[src/rtl/display_scan_controller.sv]
// Four-digit multiplexed 7-segment scan controller with frame-synchronous
// double buffering, per-slot anti-ghosting blanking and leading-zero blanking.
module display_scan_controller #(
    parameter int DIV = 25000,
    parameter int GAP = 500
) (
    input  logic        clock_in,
    input  logic        reset,
    input  logic        enable,
    input  logic [15:0] data_in,
    input  logic [3:0]  dp_in,
    input  logic        lzb,
    input  logic        load,
    output logic        load_ack,
    output logic [3:0]  an,
    output logic [6:0]  seg,
    output logic        dp,
    output logic        frame_done
);

    localparam logic [17:0] LAST_CNT = 18'(DIV - 1);
    localparam logic [17:0] GAP_END  = 18'(GAP);

    logic [17:0] cnt;
    logic [1:0]  idx;

    logic [15:0] shadow_data;
    logic [3:0]  shadow_dp;
    logic [15:0] pend_data;
    logic [3:0]  pend_dp;
    logic        pending;

    logic        boundary;
    logic        in_gap;
    logic [3:0]  nibble;
    logic [3:0]  blank;
    logic [6:0]  glyph;

    function automatic logic [6:0] hex_to_seg(input logic [3:0] value);
        logic [6:0] pattern;
        case (value)
            4'h0:    pattern = 7'h40;
            4'h1:    pattern = 7'h79;
            4'h2:    pattern = 7'h24;
            4'h3:    pattern = 7'h30;
            4'h4:    pattern = 7'h19;
            4'h5:    pattern = 7'h12;
            4'h6:    pattern = 7'h02;
            4'h7:    pattern = 7'h78;
            4'h8:    pattern = 7'h00;
            4'h9:    pattern = 7'h10;
            4'hA:    pattern = 7'h08;
            4'hB:    pattern = 7'h03;
            4'hC:    pattern = 7'h46;
            4'hD:    pattern = 7'h21;
            4'hE:    pattern = 7'h06;
            default: pattern = 7'h0E;
        endcase
        return pattern;
    endfunction

    // The frame boundary is the last cycle of the digit-3 slot while scanning.
    always_comb begin
        boundary = enable && (cnt == LAST_CNT) && (idx == 2'd3);
        in_gap   = (cnt < GAP_END);
    end

    // A digit is blanked only when it and every digit above it are zero;
    // digit 0 always shows so a zero value is still visible.
    always_comb begin
        blank    = 4'b0000;
        blank[3] = lzb && (shadow_data[15:12] == 4'd0);
        blank[2] = blank[3] && (shadow_data[11:8] == 4'd0);
        blank[1] = blank[2] && (shadow_data[7:4] == 4'd0);
        nibble   = shadow_data[{idx, 2'b00} +: 4];
        glyph    = blank[idx] ? 7'h7F : hex_to_seg(nibble);
    end

    always_ff @(posedge clock_in) begin
        if (reset) begin
            cnt <= '0;
            idx <= '0;
        end else if (!enable) begin
            cnt <= '0;
            idx <= '0;
        end else if (cnt == LAST_CNT) begin
            cnt <= '0;
            idx <= idx + 2'd1;
        end else begin
            cnt <= cnt + 18'd1;
        end
    end

    // Outputs lag cnt/idx by one cycle; the gap phase keeps every anode off.
    always_ff @(posedge clock_in) begin
        if (reset) begin
            an         <= 4'hF;
            seg        <= 7'h7F;
            dp         <= 1'b1;
            frame_done <= 1'b0;
        end else if (!enable) begin
            an         <= 4'hF;
            seg        <= 7'h7F;
            dp         <= 1'b1;
            frame_done <= 1'b0;
        end else begin
            frame_done <= boundary;
            if (in_gap) begin
                an  <= 4'hF;
                seg <= 7'h7F;
                dp  <= 1'b1;
            end else begin
                an  <= ~(4'b0001 << idx);
                seg <= glyph;
                dp  <= ~shadow_dp[idx];
            end
        end
    end

    // A load on the boundary cycle bypasses the pending buffer; the pending
    // clear is written last so it wins over a simultaneous capture.
    always_ff @(posedge clock_in) begin
        if (reset) begin
            shadow_data <= '0;
            shadow_dp   <= '0;
            pend_data   <= '0;
            pend_dp     <= '0;
            pending     <= 1'b0;
            load_ack    <= 1'b0;
        end else begin
            load_ack <= boundary && (load || pending);
            if (load) begin
                pend_data <= data_in;
                pend_dp   <= dp_in;
                pending   <= 1'b1;
            end
            if (boundary && load) begin
                shadow_data <= data_in;
                shadow_dp   <= dp_in;
                pending     <= 1'b0;
            end else if (boundary && pending) begin
                shadow_data <= pend_data;
                shadow_dp   <= pend_dp;
                pending     <= 1'b0;
            end
        end
    end

endmodule

[config.mk]
export PLATFORM = sky130hd
export DESIGN_NAME = display_scan_controller
export DESIGN_NICKNAME = d
export VERILOG_FILES = /design/src/rtl/display_scan_controller.sv
export SDC_FILE = /design/constraint.sdc
export NUM_CORES = 1
export LEC_CHECK = 0
export BUFFER_PORTS_ARGS = -buffer_cell sky130_fd_sc_hd__buf_2
export CAP_MARGIN = 40
export CORE_MARGIN = 5
export CORE_UTILIZATION = 35
export CTS_CLUSTER_DIAMETER = 150
export DETAILED_ROUTE_END_ITERATION = 10
export SYNTH_ARGS = -nofsm -noshare
export SYNTH_HDL_FRONTEND = slang
export SYNTH_SLANG_ARGS = --single-unit
[constraint.sdc]
create_clock -name clock_in -period 2.88 [get_ports clock_in]
set_clock_uncertainty 0.2 [all_clocks]
set_input_delay 0.864 -clock clock_in [delete_from_list [all_inputs] [get_ports clock_in]]
set_output_delay 0.864 -clock clock_in [all_outputs]
set_load 0.02 [all_outputs]
## Word level (Yosys, flattened, before mapping)

Memory sizes are Yosys's and may differ from the RTL's. A register that Yosys moved wholly into a read port is not among the register bits.
Cells that the tools add are included.
W data, S select, Z words.

| cells by class | value |
|---|---|
| magnitude comparators | 2 |
| mux-type cells | 8 |
| $add $sub $neg | 2 |
| reductions and logical operators | 18 |
| equal/unequal tests | 2 |
| bitwise operators | 3 |
| shifts and indexed selects | 2 |

Operators with widths:

| operator | number |
|---|---|
| $mux W16 | 2 |
| $add A18 B1 Y18 const B | 1 |
| $eq A18 B15 Y1 const B | 1 |
| $lt A18 B9 Y1 const B | 1 |
| $shiftx A16 B5 Y4 | 1 |
| $logic_not A4 Y1 | 3 |
| $reduce_or A3 Y1 | 3 |
| $logic_and A1 B1 Y1 | 8 |
| $mux W4 | 2 |
| $bmux W1 S2 | 2 |
| $not A4 Y4 | 1 |
| $reduce_or A4 Y1 | 1 |
| $shl A1 B2 Y4 const A | 1 |
| $lt A2 B3 Y1 const B | 1 |
| $add A2 B1 Y2 const B | 1 |
| $eq A2 B2 Y1 const B | 1 |
| $mux W1 | 2 |
| $not A1 Y1 | 2 |
| $reduce_bool A2 Y1 | 1 |
| $reduce_or A2 Y1 | 1 |
| $logic_or A1 B1 Y1 | 1 |

| word-level totals | value |
|---|---|
| ROM bits | 112 |
| memories | 1 |
| bits in registers | 68 |
| logic and storage cells | 49 |

Memories:

| memory | words | bits a word | read ports | clocked after Yosys merged registers in | wr ports | RTL line | source |
|---|---|---|---|---|---|---|---|
| (name not given) | 16 | 7 | 1 | 1 | 0 | 41 | `case (value)` |

## Depth between registers and ports, before layout

| logic depth | value |
|---|---|
| word-level depth | 7 |
| mapped depth | 7 |
| depth with buffers taken out | 6 |

## Worst setup path before layout

No wires, ideal clock.

| timing path | value |
|---|---|
| kind | register to register |
| start point | register cnt[4] |
| end point | register shadow_data[10] |
| slack | -31 ps |
| period minus slack after synthesis | 2911 ps |
| required time | 2559 ps |
| data arrival time | 2590 ps |
| buffers on the path | 3 |
| cell stages (with the launch flop) | 8 |
| cell sequence | dfxtp_1 buf_6 or4b_4 or4_4 buf_6 nor4_4 buf_6 mux2_2 |

| on the way | value |
|---|---|
| word-level cells in the longest chain between the ends | 5 |
| elaborated cells on any way between the ends | 7 |
| classes of those cells | eq/ne: 1; mux: 1; reduce/logical: 5 |

Ends and longest elaborated chain:

| what | RTL line | source |
|---|---|---|
| start: declaration | 24 | `logic [17:0] cnt;` |
| start signal: assignment | 90 | `cnt <= cnt + 18'd1;` |
| $eq A18 B15 Y1 (*) | 64 | `boundary = enable && (cnt == LAST_CNT) && (idx == 2'd3);` |
| $logic_and A1 B1 Y1 (*) (2 in a row) | 64 |  |
| $logic_and A1 B1 Y1, on equally long branches | 137, 141 |  |
| $mux W16 or $reduce_bool A2 Y1 (tied branches) | - |  |
| end signal: assignment | 138 | `shadow_data <= data_in;` |
| end signal: assignment | 142 | `shadow_data <= pend_data;` |
| end: declaration | 27 | `logic [15:0] shadow_data;` |

Every way passes the cells marked *; elsewhere a longest branch is shown, timed or not.
A chain may end at the register's enable or synchronous reset.

## Worst setup path in the final report

| timing path | value |
|---|---|
| start point | register cnt[6] |
| end point | register shadow_data[4] |

Same word-level chain as after synthesis.

==> flow_summary.html <==
<table>
<tr><th>Metric</th><th>Value</th></tr>
<tr><th colspan="2">Outcome</th></tr>
<tr><td>Result of the run</td><td>completed</td></tr>
<tr><th colspan="2">Timing</th></tr>
<tr><td>RSZ-0062 raised after global routing</td><td>no</td></tr>
<tr><td>Final critical-path share of the clock period</td><td>0.933</td></tr>
<tr><td>Setup TNS</td><td>0 ns</td></tr>
<tr><td>Count of endpoints failing hold in the final timing report</td><td>0</td></tr>
<tr><td>Timing-limited maximum frequency</td><td>372 MHz</td></tr>
<tr><td>Final number of setup-violating endpoints</td><td>0</td></tr>
<tr><td>Normalized max-slew margin</td><td>0.583</td></tr>
<tr><td>Min Clock Period, post-route</td><td>2.69 ns</td></tr>
<tr><td>Final Max Slew Viols</td><td>0</td></tr>
<tr><td>Worst-Margin Slew</td><td>between 0.6 and 0.7 ns</td></tr>
<tr><td>Setup slack after layout</td><td>around 0.19 ns</td></tr>
<tr><th colspan="2">Yosys</th></tr>
<tr><td>Distinct cells, synth</td><td>between 40 and 50</td></tr>
<tr><td>Synth Register Bits</td><td>between 70 and 80</td></tr>
<tr><td>Synthesized net count</td><td>375</td></tr>
<tr><td>Post-synthesis cell area</td><td>approximately 3400 um^2</td></tr>
<tr><td>Post-synth top flop</td><td>dfxtp_1</td></tr>
<tr><td>EDFF count, synth</td><td>0</td></tr>
<tr><td>Synth async-reset ratio</td><td>0</td></tr>
<tr><td>Post-Syn Instances</td><td>about 340</td></tr>
<tr><td>Per-instance average area after synthesis</td><td>9.92 um^2</td></tr>
<tr><td>Number of warnings printed during yosys synthesis</td><td>0</td></tr>
<tr><td>Share of synthesized area occupied by flip-flops and latches</td><td>0.446</td></tr>
<tr><th colspan="2">Global route</th></tr>
<tr><td>Largest net degree at the start of global routing</td><td>39</td></tr>
<tr><td>First-pass GRT wire length</td><td>11700 um</td></tr>
<tr><td>Vias in the first global route</td><td>between 2000 and 2500</td></tr>
<tr><td>Combined global-route utilization of all metal layers</td><td>0.126</td></tr>
<tr><td>GRT Residual Overflow</td><td>0</td></tr>
<tr><td>Initial antenna violation count</td><td>0</td></tr>
<tr><th colspan="2">Finish</th></tr>
<tr><td>Area growth from synthesis to layout</td><td>15.1%</td></tr>
<tr><td>Share of post-route cells with drive strength above 1</td><td>0.232</td></tr>
<tr><td>Commonest non-fill, non-tap cell in the layout</td><td>dfxtp_1</td></tr>
<tr><td>Multi-input logic area</td><td>around 1700 um^2</td></tr>
<tr><td>Antenna diode count</td><td>0</td></tr>
<tr><td>Most used cells in the layout excluding fill and tap cells</td><td>dfxtp_1, nor2_1, buf_2, mux2i_1, mux2_2</td></tr>
<tr><td>Net total in the final layout</td><td>a little over 400</td></tr>
<tr><td>Total area of sequential cells</td><td>around 1500 um^2</td></tr>
<tr><td>Finished Layout Cells</td><td>509</td></tr>
<tr><td>Layout filler cell count</td><td>960</td></tr>
<tr><th colspan="2">Floorplanning</th></tr>
<tr><td>Die width</td><td>108 um</td></tr>
<tr><td>Placeable core area</td><td>9280 um^2</td></tr>
<tr><td>Initial Utilization</td><td>0.362</td></tr>
<tr><td>Vertical die dimension</td><td>about 110 um</td></tr>
<tr><td>Row count</td><td>35</td></tr>
<tr><td>Total die area</td><td>between 10000 and 15000 um^2</td></tr>
<tr><td>Number of primary I/O pins</td><td>39</td></tr>
<tr><th colspan="2">Drt</th></tr>
<tr><td>Via count of the routed design</td><td>2520</td></tr>
<tr><td>Post-route DRC violation count</td><td>0</td></tr>
<tr><td>Iter 0 DRT Violations</td><td>roughly 130</td></tr>
<tr><td>Number of detailed-route iterations in the first pass</td><td>4</td></tr>
<tr><td>Drt wl/cell</td><td>13.4 um</td></tr>
<tr><td>Count of nets left with antenna violations after detail routing</td><td>0</td></tr>
<tr><td>Drt via density</td><td>between 4 and 5</td></tr>
<tr><td>Total Routed Length</td><td>between 6000 and 7000 um</td></tr>
<tr><th colspan="2">Place</th></tr>
<tr><td>Worst slack, placed</td><td>0.212 ns</td></tr>
<tr><td>Buffers on Ports</td><td>38</td></tr>
<tr><td>Number of placed instances with taps included</td><td>slightly below 500</td></tr>
<tr><td>HPWL after detailed placement</td><td>about 4900 um</td></tr>
<tr><td>GP Congestion</td><td>between 0.8 and 0.9</td></tr>
<tr><th colspan="2">CTS</th></tr>
<tr><td>Root buf cell</td><td>clkbuf_8</td></tr>
<tr><td>Sink Count</td><td>75</td></tr>
<tr><td>Number of gates given a new drive strength after cts</td><td>0</td></tr>
<tr><td>Cts-stage hold buffer count</td><td>0</td></tr>
<tr><td>Num CTS Buffers</td><td>9</td></tr>
<tr><td>Clock tree from TritonCTS</td><td>yes</td></tr>
<tr><td>Longest Clk Path Bufs</td><td>2</td></tr>
<tr><td>Worst skew pair latency</td><td>roughly 0.34 ns</td></tr>
<tr><td>Post-CTS setup repair buffer count</td><td>0</td></tr>
<tr><td>Number of levels the H-tree was split into</td><td>3</td></tr>
<tr><td>Clock edge transition at the registers on the reported setup and hold paths</td><td>~0.080 ns</td></tr>
<tr><th colspan="2">Min path</th></tr>
<tr><td>Hold depth</td><td>1</td></tr>
<tr><td>Worst hold path class</td><td>register to register</td></tr>
<tr><td>Critical hold path startpoint</td><td>cnt[0]</td></tr>
<tr><th colspan="2">Setup path</th></tr>
<tr><td>Kind of capture point of the worst setup path</td><td>register</td></tr>
<tr><td>Kind of start point of the critical path</td><td>register</td></tr>
<tr><td>Critical Path AT</td><td>roughly 2.7 ns</td></tr>
<tr><td>Origin of the worst setup path</td><td>cnt[6]</td></tr>
<tr><td>Startpoint of the worst register-to-register path</td><td>cnt[6]</td></tr>
<tr><td>Maximum fanout along the worst path</td><td>18</td></tr>
<tr><td>Req. time, crit path</td><td>~2.9 ns</td></tr>
<tr><td>FF-to-FF path depth</td><td>5</td></tr>
<tr><td>Category of the critical setup timing path</td><td>register to register</td></tr>
<tr><th colspan="2">Pwr</th></tr>
<tr><td>Pleak</td><td>between 1 and 1.5 nW</td></tr>
<tr><td>P per Cell Area</td><td>around 480 nW/um^2</td></tr>
<tr><td>Worst IR drop on VDD</td><td>between 0.15 and 0.2 mV</td></tr>
<tr><th colspan="2">Job</th></tr>
<tr><td>Max Cap Viol</td><td>0</td></tr>
</table>
[critical path, cell delays in order (launching register included)]
cell and delay (ns):
dfxtp_1 0.36, or4b_4 0.55, or4_4 0.56, nor4_4 0.36
buf_12 0.20, mux2_2 0.34
[synth_stat cells, types with 6 or more instances]
master | instances | area, um^2
dfxtp_1 | 75 | 1500
nor2_1 | 39 | 146
mux2i_1 | 23 | 230
mux2_2 | 18 | 203
inv_1 | 16 | 60.1
nor2b_1 | 16 | 100
nand2_1 | 15 | 56.3
clkbuf_1 | 13 | 48.8
ha_1 | 11 | 138
or4_1 | 11 | 82.6
a21oi_1 | 10 | 50.1
nand3_1 | 8 | 40.0
nand4_1 | 6 | 37.5
[where the power goes]
group	switching [mW]	total, mW	internal, mW
combinational	0.0443	0.0800	0.0357
sequential	0.00595	1.06	1.05
clock	0.380	0.734	0.353
total	0.430	1.87	1.44
[cell type report]
| type | instances | area share |
|---|---|---|
| clock buffers | 11 | 0.0391 |
| clock inverters | 3 | 0.00614 |
| inverters | 16 | 0.0155 |
| multi-input cells | 228 | 0.440 |
| flip-flops and latches | 75 | 0.388 |
| well taps | 129 | 0.0417 |
| repair buffers | 47 | 0.0698 |
[per-layer routing]
| layer | wire length, um | vias up | track usage |
|---|---|---|---|
| met1 | 3450 | 1196 | 0.174 |
| met3 | 296 | 7 | 0.0299 |
| met2 | 2950 | 46 | 0.181 |
| li1 | - | 1271 | - |
| met4 | 118 | 0 | 0.0649 |
| met5 | 0 | - | 0 |
[cells by family after synthesis]
| group | count (synthesis) | share of synthesized area |
|---|---|---|
| adders and majority gates | 11 | 0.0409 |
| AOI/OAI and AO/OA | 38 | 0.0785 |
| DFF | 75 | 0.446 |
| buffers and inverters | 36 | 0.0469 |
| and+or+nand+nor | 123 | 0.199 |
| xor gates and xnor gates | 10 | 0.0260 |
| muxes | 46 | 0.162 |
[worst paths after layout]
| path | slack [ns] | endpoint |
|---|---|---|
| worst max-delay path | 0.19 | shadow_data[4] |
| worst min register to register | 0.26 | cnt[0] |
| worst max register to register | 0.19 | shadow_data[4] |
| worst min-delay path | 0.26 | cnt[0] |
[sequential cells by signal, indices dropped and copies added, names as in the netlist, 2 cells and up]
signal       count
an               4
cnt             18
idx              2
pend_data       16
pend_dp          4
seg              7
shadow_data     16
shadow_dp        4
[through the flow]
step                total power, mW  hold slack (ns)  instance area (um^2)   util
floorplan                      1.14            0.218                  3360      -
finish                         1.87            0.256                  3870  0.417
global route                   1.96            0.295                  3870  0.417
CTS                            1.90            0.260                  3870  0.417
detailed placement             1.17            0.244                  3700  0.398
global placement               1.16            0.228                  3700  0.398
Note: power is estimated with default switching activity, not from simulation.
